## src/rtl/gray_decoder.sv

```systemverilog
// gray_decoder: registered Gray-to-binary decoder with valid/ready handshake.
// Optional single-step checker, enabled by `define GRAY_DECODER_STEP_CHECK_EN.
//
// Ports:
//   clk, rst            clock, synchronous active-high reset
//   gray_in, in_valid   input word and its valid
//   in_ready            word accepted this cycle (= !out_valid || out_ready)
//   bin_out, out_valid  decoded word and its valid (latency 1)
//   out_ready           downstream accepts the result
//   step_err            result broke the one-bit-step rule
//   err_count           saturating count of step errors (8 bits)
module gray_decoder #(
  parameter int WIDTH = 4
) (
  input  logic             clk,
  input  logic             rst,
  input  logic [WIDTH-1:0] gray_in,
  input  logic             in_valid,
  output logic             in_ready,
  output logic [WIDTH-1:0] bin_out,
  output logic             out_valid,
  input  logic             out_ready,
  output logic             step_err,
  output logic [7:0]       err_count
);

  typedef enum logic {
    EMPTY = 1'b0,
    FULL  = 1'b1
  } state_t;

  state_t           state_q;
  state_t           state_d;
  logic             accept;
  logic [WIDTH-1:0] bin_d;
  logic [WIDTH-1:0] bin_q;

  assign accept = in_valid && in_ready;

  always_ff @(posedge clk) begin
    if (rst) state_q <= EMPTY;
    else     state_q <= state_d;
  end

  always_comb begin
    state_d = state_q;
    unique case (state_q)
      EMPTY: if (accept) state_d = FULL;
      FULL: begin
        if (accept)         state_d = FULL;
        else if (out_ready) state_d = EMPTY;
      end
    endcase
  end

  always_comb begin
    out_valid = (state_q == FULL);
    in_ready  = (state_q == EMPTY) || out_ready;
  end

  // Each binary bit is the XOR of all Gray bits at or above it.
  always_comb begin
    bin_d = gray_in;
    for (int s = 1; s < WIDTH; s++) begin
      bin_d = bin_d ^ (gray_in >> s);
    end
  end

  always_ff @(posedge clk) begin
    if (rst)         bin_q <= '0;
    else if (accept) bin_q <= bin_d;
  end

  assign bin_out = bin_q;

`ifdef GRAY_DECODER_STEP_CHECK_EN
  logic [WIDTH-1:0] ref_q;
  logic             have_ref_q;
  logic             err_q;
  logic [7:0]       cnt_q;
  logic [WIDTH-1:0] diff;
  logic             one_bit;
  logic             step_bad;

  // Exactly one differing bit: non-zero and a power of two.
  always_comb begin
    diff     = gray_in ^ ref_q;
    one_bit  = (diff != '0) &&
               ((diff & (diff - WIDTH'(1))) == '0);
    step_bad = have_ref_q && !one_bit;
  end

  always_ff @(posedge clk) begin
    if (rst) begin
      ref_q      <= '0;
      have_ref_q <= 1'b0;
      err_q      <= 1'b0;
      cnt_q      <= '0;
    end else if (accept) begin
      ref_q      <= gray_in;
      have_ref_q <= 1'b1;
      err_q      <= step_bad;
      if (step_bad && cnt_q != 8'hFF)
        cnt_q <= cnt_q + 8'd1;
    end
  end

  assign step_err  = err_q;
  assign err_count = cnt_q;
`else
  assign step_err  = 1'b0;
  assign err_count = '0;
`endif

endmodule

```

## config.mk

```make
export PLATFORM = sky130hd
export DESIGN_NAME = gray_decoder
export DESIGN_NICKNAME = d
export VERILOG_FILES = /design/src/rtl/gray_decoder.sv
export SDC_FILE = /design/constraint.sdc
export NUM_CORES = 1
export LEC_CHECK = 0
export CAP_MARGIN = 25
export CORE_AREA = 2 2 39 41
export DETAILED_ROUTE_END_ITERATION = 6
export DIE_AREA = 0 0 41 43
export PLACE_DENSITY = 0.54
export SLEW_MARGIN = 25
export SYNTH_ARGS = -nofsm -noshare
export SYNTH_HDL_FRONTEND = slang
export SYNTH_SLANG_ARGS = --single-unit
```

## constraint.sdc

```tcl
create_clock -name clk -period 2.25 [get_ports clk]
set_input_delay 0.3375 -clock clk [delete_from_list [all_inputs] [get_ports clk]]
set_output_delay 0.3375 -clock clk [all_outputs]
set_load 0.03 [all_outputs]
```

==> results.py, run 1 <==
metrics = {
    "timing": {
        "slew_violations": 0,
        "setup_viol": 0,
        "rsz0062_at_grt": "no",
        "period_share": 0.878,
        "fin_worst_skew_ns": 0.00311,
        "tns_ns": 0,
        "max_freq_mhz": 506,
        "hold_viol": 0,
        "period_needed_ns": 1.98,
    },
    "global_route": {
        "grt_pass1_vias": 217,
        "gr-total-overflow": 0,
        "grt_max_degree": 8,
        "grt_pass1_wl_um": 786,
        "grt_usage": 0.0743,
        "antenna_found_initial": 0,
    },
    "critical_path": {
        "slowest_delay_ns": 0.60,
        "cp.required_ns": 1.91,
        "crit_buf_inv": 3,
        "r2r_slack_ns": 1.09,
        "worstSetupPathDepth": 4,
        "critPathKind": "input pin to primary output",
        "critPathCapture": "in_ready",
        "critPathLaunchType": "input pin",
        "r2r-end": "bin_out[2]",
        "crit_arrival_ns": 1.64,
        "crit_path_end_kind": "primary output",
        "cpMostUsedCell": "clkdlybuf4s50_1",
        "crit_path_max_fanout": 3,
        "cpLargestDelayFamily": "buffers and inverters",
        "worstPathCellList": "clkdlybuf4s50_1, nor2b_1, clkinv_1, clkdlybuf4s50_1",
        "slowest_stage": "clkdlybuf4s50_1",
        "worst_r2r_path_depth": 4,
        "crit_start": "out_ready",
        "r2r-start": "out_valid",
    },
    "clock_network": {
        "post_cts_resize_count": 0,
        "cts_max_level": 1,
        "cts_buffers": 3,
        "cts_buffer_depth": 2,
        "clk_latency_ns": 0.24,
        "root_buffer": "clkbuf_4",
        "cts_setup_buffers": 0,
        "clock_sinks": 5,
        "cts_tree": "built",
        "holdBufCountCts": 0,
        "clkTransAtPathRegs_ns": 0.05,
    },
    "power": {
        "cell_internal_pwr_uw": 201,
        "vdd_drop_max_v": 0.000176,
        "p_sw_frac": 0.317,
        "powerDensity_nw_per_um2": 675,
        "power_frac_comb": 0.310,
        "seqPwrFrac": 0.337,
        "power_switching_uw": 93.5,
        "leakage_nw": 0.182,
        "pwr-share-clk": 0.353,
    },
    "floorplan": {
        "row_count": 14,
        "die_h_um": 43,
        "initial_utilization": 0.210,
        "die_area_um2": 1760,
        "ioPinCount": 23,
        "die_w_um": 41,
        "core_area_um2": 1380,
    },
    "route": {
        "first_pass_iters": 2,
        "totalWireLength_um": 554,
        "ant_nets": 0,
        "drc": 0,
        "drt_iter0_drc": 1,
        "vias": 247,
        "via_per_inst": 3.80,
        "wire_per_inst_um": 8.52,
    },
    "synth": {
        "synthFlopType": "dfxtp_1",
        "yosysUniqueCellTypes": 12,
        "netlist_instances": 32,
        "syn_area_um2": 290,
        "synth_area_leader_cell": "dfxtp_1",
        "synth_area_leaders": "dfxtp_1 (34%), buf_4 (23%), a21oi_1 (8.6%), xor3_2 (8.6%), a311oi_1 (6.0%)",
        "yosysWarnings": 0,
        "yosys.area.top_type_share": 0.345,
        "syn_avg_cell_area_um2": 9.07,
        "yosys-top-cells-count": "buf_4 (9), a21oi_1 (5), dfxtp_1 (5)",
        "synth_seq_area_share": 0.345,
        "synth-edff-count": 0,
        "async_reset_ff_frac": 0,
        "yosys.cell_count.top_type": "buf_4",
        "synth_seq_cells": 5,
    },
    "final_layout": {
        "final_nets": 58,
        "syn_to_final_growth_pct": 50.4,
        "fin_util": 0.316,
        "drive_above_1_share": 0.102,
        "antenna_cells": 0,
    },
    "place": {
        "io_buffers": 13,
        "place.gp.congestion": 0.599,
        "dp_hpwl_um": 457,
    },
    "status": {
        "outcome": "finished, final reports clean",
    },
    "worst_hold_path": {
        "hold_class": "flop to flop",
    },
    "run": {
        "cap_violations": 0,
    },
}
[power groups by stage]
stage          Clock (mW)  Combinational, mW  Sequential [mW]
6_report            0.104             0.0913           0.0995
5_1_grt             0.117             0.0976            0.100
4_1_cts             0.112             0.0923           0.0996
3_5_place_dp            0             0.0920            0.101
3_3_place_gp            0             0.0916            0.101
2_1_floorplan           0             0.0548            0.115
[registers in the layout (all words and copies together), names as in the netlist]
register / cells
out_valid: 1
bin_out: 4
[per-stage QoR]
| stage | cell area [um2] | instances | power (mW) | setup WS [ns] | hold WS, ns |
|---|---|---|---|---|---|
| after floorplan | 320 | 40 | 0.170 | 0.780 | 0.407 |
| after global placement | 410 | 61 | 0.193 | 0.283 | 0.472 |
| after detailed placement | 410 | 61 | 0.193 | 0.249 | 0.478 |
| after CTS | 437 | 65 | 0.304 | 0.249 | 0.485 |
| after global routing | 437 | 65 | 0.315 | 0.221 | 0.515 |
| final | 437 | 65 | 0.295 | 0.275 | 0.474 |
[worst reg2reg max path: cells and delay by family (launching register included)]
family | cells | cell delay (ns)
AND/OR/NAND/NOR | 1 | 0.21
flip-flops | 1 | 0.31
AO/OA/AOI/OAI | 1 | 0.26
buffers and inverters | 2 | 0.28
[cell families (layout without fill, tap and decap cells)]
group	Yosys count	count (layout)	synth area share
XOR/XNOR	3	3	0.147
AND/OR/NAND/NOR	3	3	0.0560
other	1	9	0.0129
AO/OA/AOI/OAI	9	9	0.181
buffers and inverters	11	20	0.259
flip-flops	5	5	0.345
[worst min path at each step]
stage | start | endpoint | slack [ns] | depth (start not counted)
floorplan | rst | bin_out[1] | 0.41 | 1
global placement | bin_out[3] | bin_out[3] | 0.47 | 2
CTS | bin_out[3] | bin_out[3] | 0.49 | 2
detailed placement | bin_out[3] | bin_out[3] | 0.48 | 2
global route | bin_out[3] | bin_out[3] | 0.52 | 2
finish | bin_out[3] | bin_out[3] | 0.47 | 2
[final cells by class]
cell class	instances	area [um2]
repair buffers	14	138
multi-input cells	24	145
fillers	159	947
inverters	2	7.51
clock buffers	4	26.3
flip-flops and latches	5	100
well taps	16	20.0
[routing by layer]
layer / wire [um] / global-route usage
met1: 203 / 0.0707
met2: 293 / 0.0969
met3: 57 / 0.0471
met4: 0 / 0.0800
met5: 0 / 0
[cell usage in the layout (no fill, tap or decap), drive strengths merged, types with 2 or more instances in the layout]
| cell | Yosys | final |
|---|---|---|
| nand3 | 2 | 2 |
| o21ai | 2 | 2 |
| xnor2 | 2 | 2 |
| a21oi | 5 | 5 |
| a311oi | 2 | 2 |
| clkdlybuf4s50 | 0 | 13 |
| conb | 1 | 9 |
| clkbuf | 0 | 4 |
| dfxtp | 5 | 5 |
No activity file was read; power rests on OpenSTA's default activity.
==> run 2, diff against run 1 <==
Settings changed: PLACE_DENSITY 0.54 to unset, PLACE_DENSITY_LB_ADDON set to 0.08.
==> results.py, run 2 (synthesized netlist as in run 1, its figures left out) <==
metrics = {
    "route": {
        "via_per_inst": 4.00,
        "wire_per_inst_um": 9.48,
        "first_pass_iters": 4,
        "ant_nets": 0,
        "drt_iter0_drc": 4,
        "drc": 0,
        "totalWireLength_um": 616,
        "vias": 260,
    },
    "clock_network": {
        "root_buffer": "clkbuf_4",
        "cts_tree": "built",
        "post_cts_resize_count": 0,
        "cts_max_level": 1,
        "clock_sinks": 5,
        "holdBufCountCts": 0,
        "clk_latency_ns": 0.24,
        "cts_buffer_depth": 2,
        "cts_setup_buffers": 0,
        "clkTransAtPathRegs_ns": 0.04,
        "cts_buffers": 3,
    },
    "timing": {
        "setup_viol": 0,
        "period_share": 0.890,
        "fin_worst_skew_ns": 0.00196,
        "slew_violations": 0,
        "hold_viol": 0,
        "tns_ns": 0,
        "period_needed_ns": 2.00,
        "rsz0062_at_grt": "no",
        "max_freq_mhz": 499,
    },
    "floorplan": {
        "core_area_um2": 1380,
        "initial_utilization": 0.210,
        "die_area_um2": 1760,
        "die_w_um": 41,
        "ioPinCount": 23,
        "die_h_um": 43,
        "row_count": 14,
    },
    "global_route": {
        "grt_pass1_vias": 208,
        "antenna_found_initial": 0,
        "grt_usage": 0.0868,
        "grt_pass1_wl_um": 897,
        "gr-total-overflow": 0,
        "grt_max_degree": 8,
    },
    "worst_hold_path": {
        "min_to": "bin_out[1]",
        "hold_start": "bin_out[1]",
        "hold_class": "flop to flop",
        "whs_path_depth": 2,
    },
    "critical_path": {
        "slowest_stage": "clkdlybuf4s50_1",
        "worstPathCellList": "clkdlybuf4s50_1, nor2b_1, clkinv_1, clkdlybuf4s50_1",
        "crit_path_max_fanout": 3,
        "worst_r2r_path_depth": 4,
        "r2r-end": "bin_out[2]",
        "slowest_delay_ns": 0.61,
        "critPathKind": "input pin to primary output",
        "cpMostUsedCell": "clkdlybuf4s50_1",
        "critPathLaunchType": "input pin",
        "r2r-start": "out_valid",
        "cp.required_ns": 1.91,
        "crit_path_end_kind": "primary output",
        "r2r_slack_ns": 1.06,
        "crit_arrival_ns": 1.67,
    },
    "power": {
        "power_switching_uw": 96.4,
        "vdd_drop_max_v": 0.000187,
        "leakage_nw": 0.182,
        "pwr-share-clk": 0.355,
        "cell_internal_pwr_uw": 201,
        "seqPwrFrac": 0.333,
        "power_frac_comb": 0.312,
        "powerDensity_nw_per_um2": 682,
        "p_sw_frac": 0.324,
    },
    "final_layout": {
        "layout_commonest_cell": "clkdlybuf4s50_1",
        "antenna_cells": 0,
        "final_nets": 58,
        "largest_reg_flops": 4,
        "final_cell_count_no_fill": 65,
        "num-fill-cells": 158,
        "drive_above_1_share": 0.102,
        "seqCellArea_um2": 100,
        "layout_common_cells": "clkdlybuf4s50_1 (13), conb_1 (9), a21oi_1 (5), dfxtp_1 (5), clkbuf_4 (3)",
        "syn_to_final_growth_pct": 50.4,
        "multiInputGateArea_um2": 145,
    },
    "status": {
        "outcome": "finished, final reports clean",
    },
    "place": {
        "io_buffers": 13,
        "place.gp.congestion": 0.711,
        "placed_cells": 61,
        "dp_hpwl_um": 491,
    },
    "run": {
        "cap_violations": 0,
    },
}
run 2: power by group through the flow:
stage / registers [mW] / clock network (mW) / logic, mW
finish: 0.0990 / 0.106 / 0.0930
floorplan: 0.115 / 0 / 0.0548
detailed placement: 0.101 / 0 / 0.0926
CTS: 0.0993 / 0.113 / 0.0930
global placement: 0.101 / 0 / 0.0924
global route: 0.0997 / 0.120 / 0.0985
run 2: final cells by class:
cell class,count,share of cell area
flip-flops and latches,5,0.229
inverters,2,0.0172
multi-input cells,24,0.332
well taps,16,0.0458
clock buffers,4,0.0602
repair buffers,14,0.315
run 2: stage by stage:
stage                util  setup slack [ns]  total power, mW  area (um2)  hold slack (ns)
finish              0.316             0.247            0.298         437            0.476
floorplan               -             0.780            0.170         320            0.407
CTS                 0.316             0.236            0.305         437            0.485
detailed placement  0.297             0.258            0.194         410            0.479
global route        0.316             0.161            0.318         437            0.525
global placement    0.297             0.276            0.193         410            0.488
run 2: how the worst max path moves through the flow:
stage | from | endpoint | slack, ns | cells past startpoint
6_report | out_ready | in_ready | 0.25 | 4
2_1_floorplan | out_valid | bin_out[0] | 0.78 | 4
5_1_grt | out_ready | in_ready | 0.16 | 4
4_1_cts | out_ready | in_ready | 0.24 | 4
3_3_place_gp | out_ready | in_ready | 0.28 | 4
3_5_place_dp | out_ready | in_ready | 0.26 | 4
run 2: layer usage:
layer | global-route usage | vias up | routed length, um
met2 | 0.0969 | 10 | 307
met5 | 0 | - | 0
met1 | 0.101 | 122 | 248
li1 | - | 128 | -
met3 | 0.0471 | 0 | 60
met4 | 0.100 | 0 | 0
run 2: worst max-delay path, delay by kind of cell:
family                 cells  cell delay, ns
and+or+nand+nor            1            0.20
buffers and inverters      3            1.13
==> run 3, diff against run 2 <==
Settings changed: CAP_MARGIN 25 to 20, CTS_CLUSTER_DIAMETER set to 40.
==> results of run 3 <==
The final DEF is identical to that of run 2; final timing and power are the same.
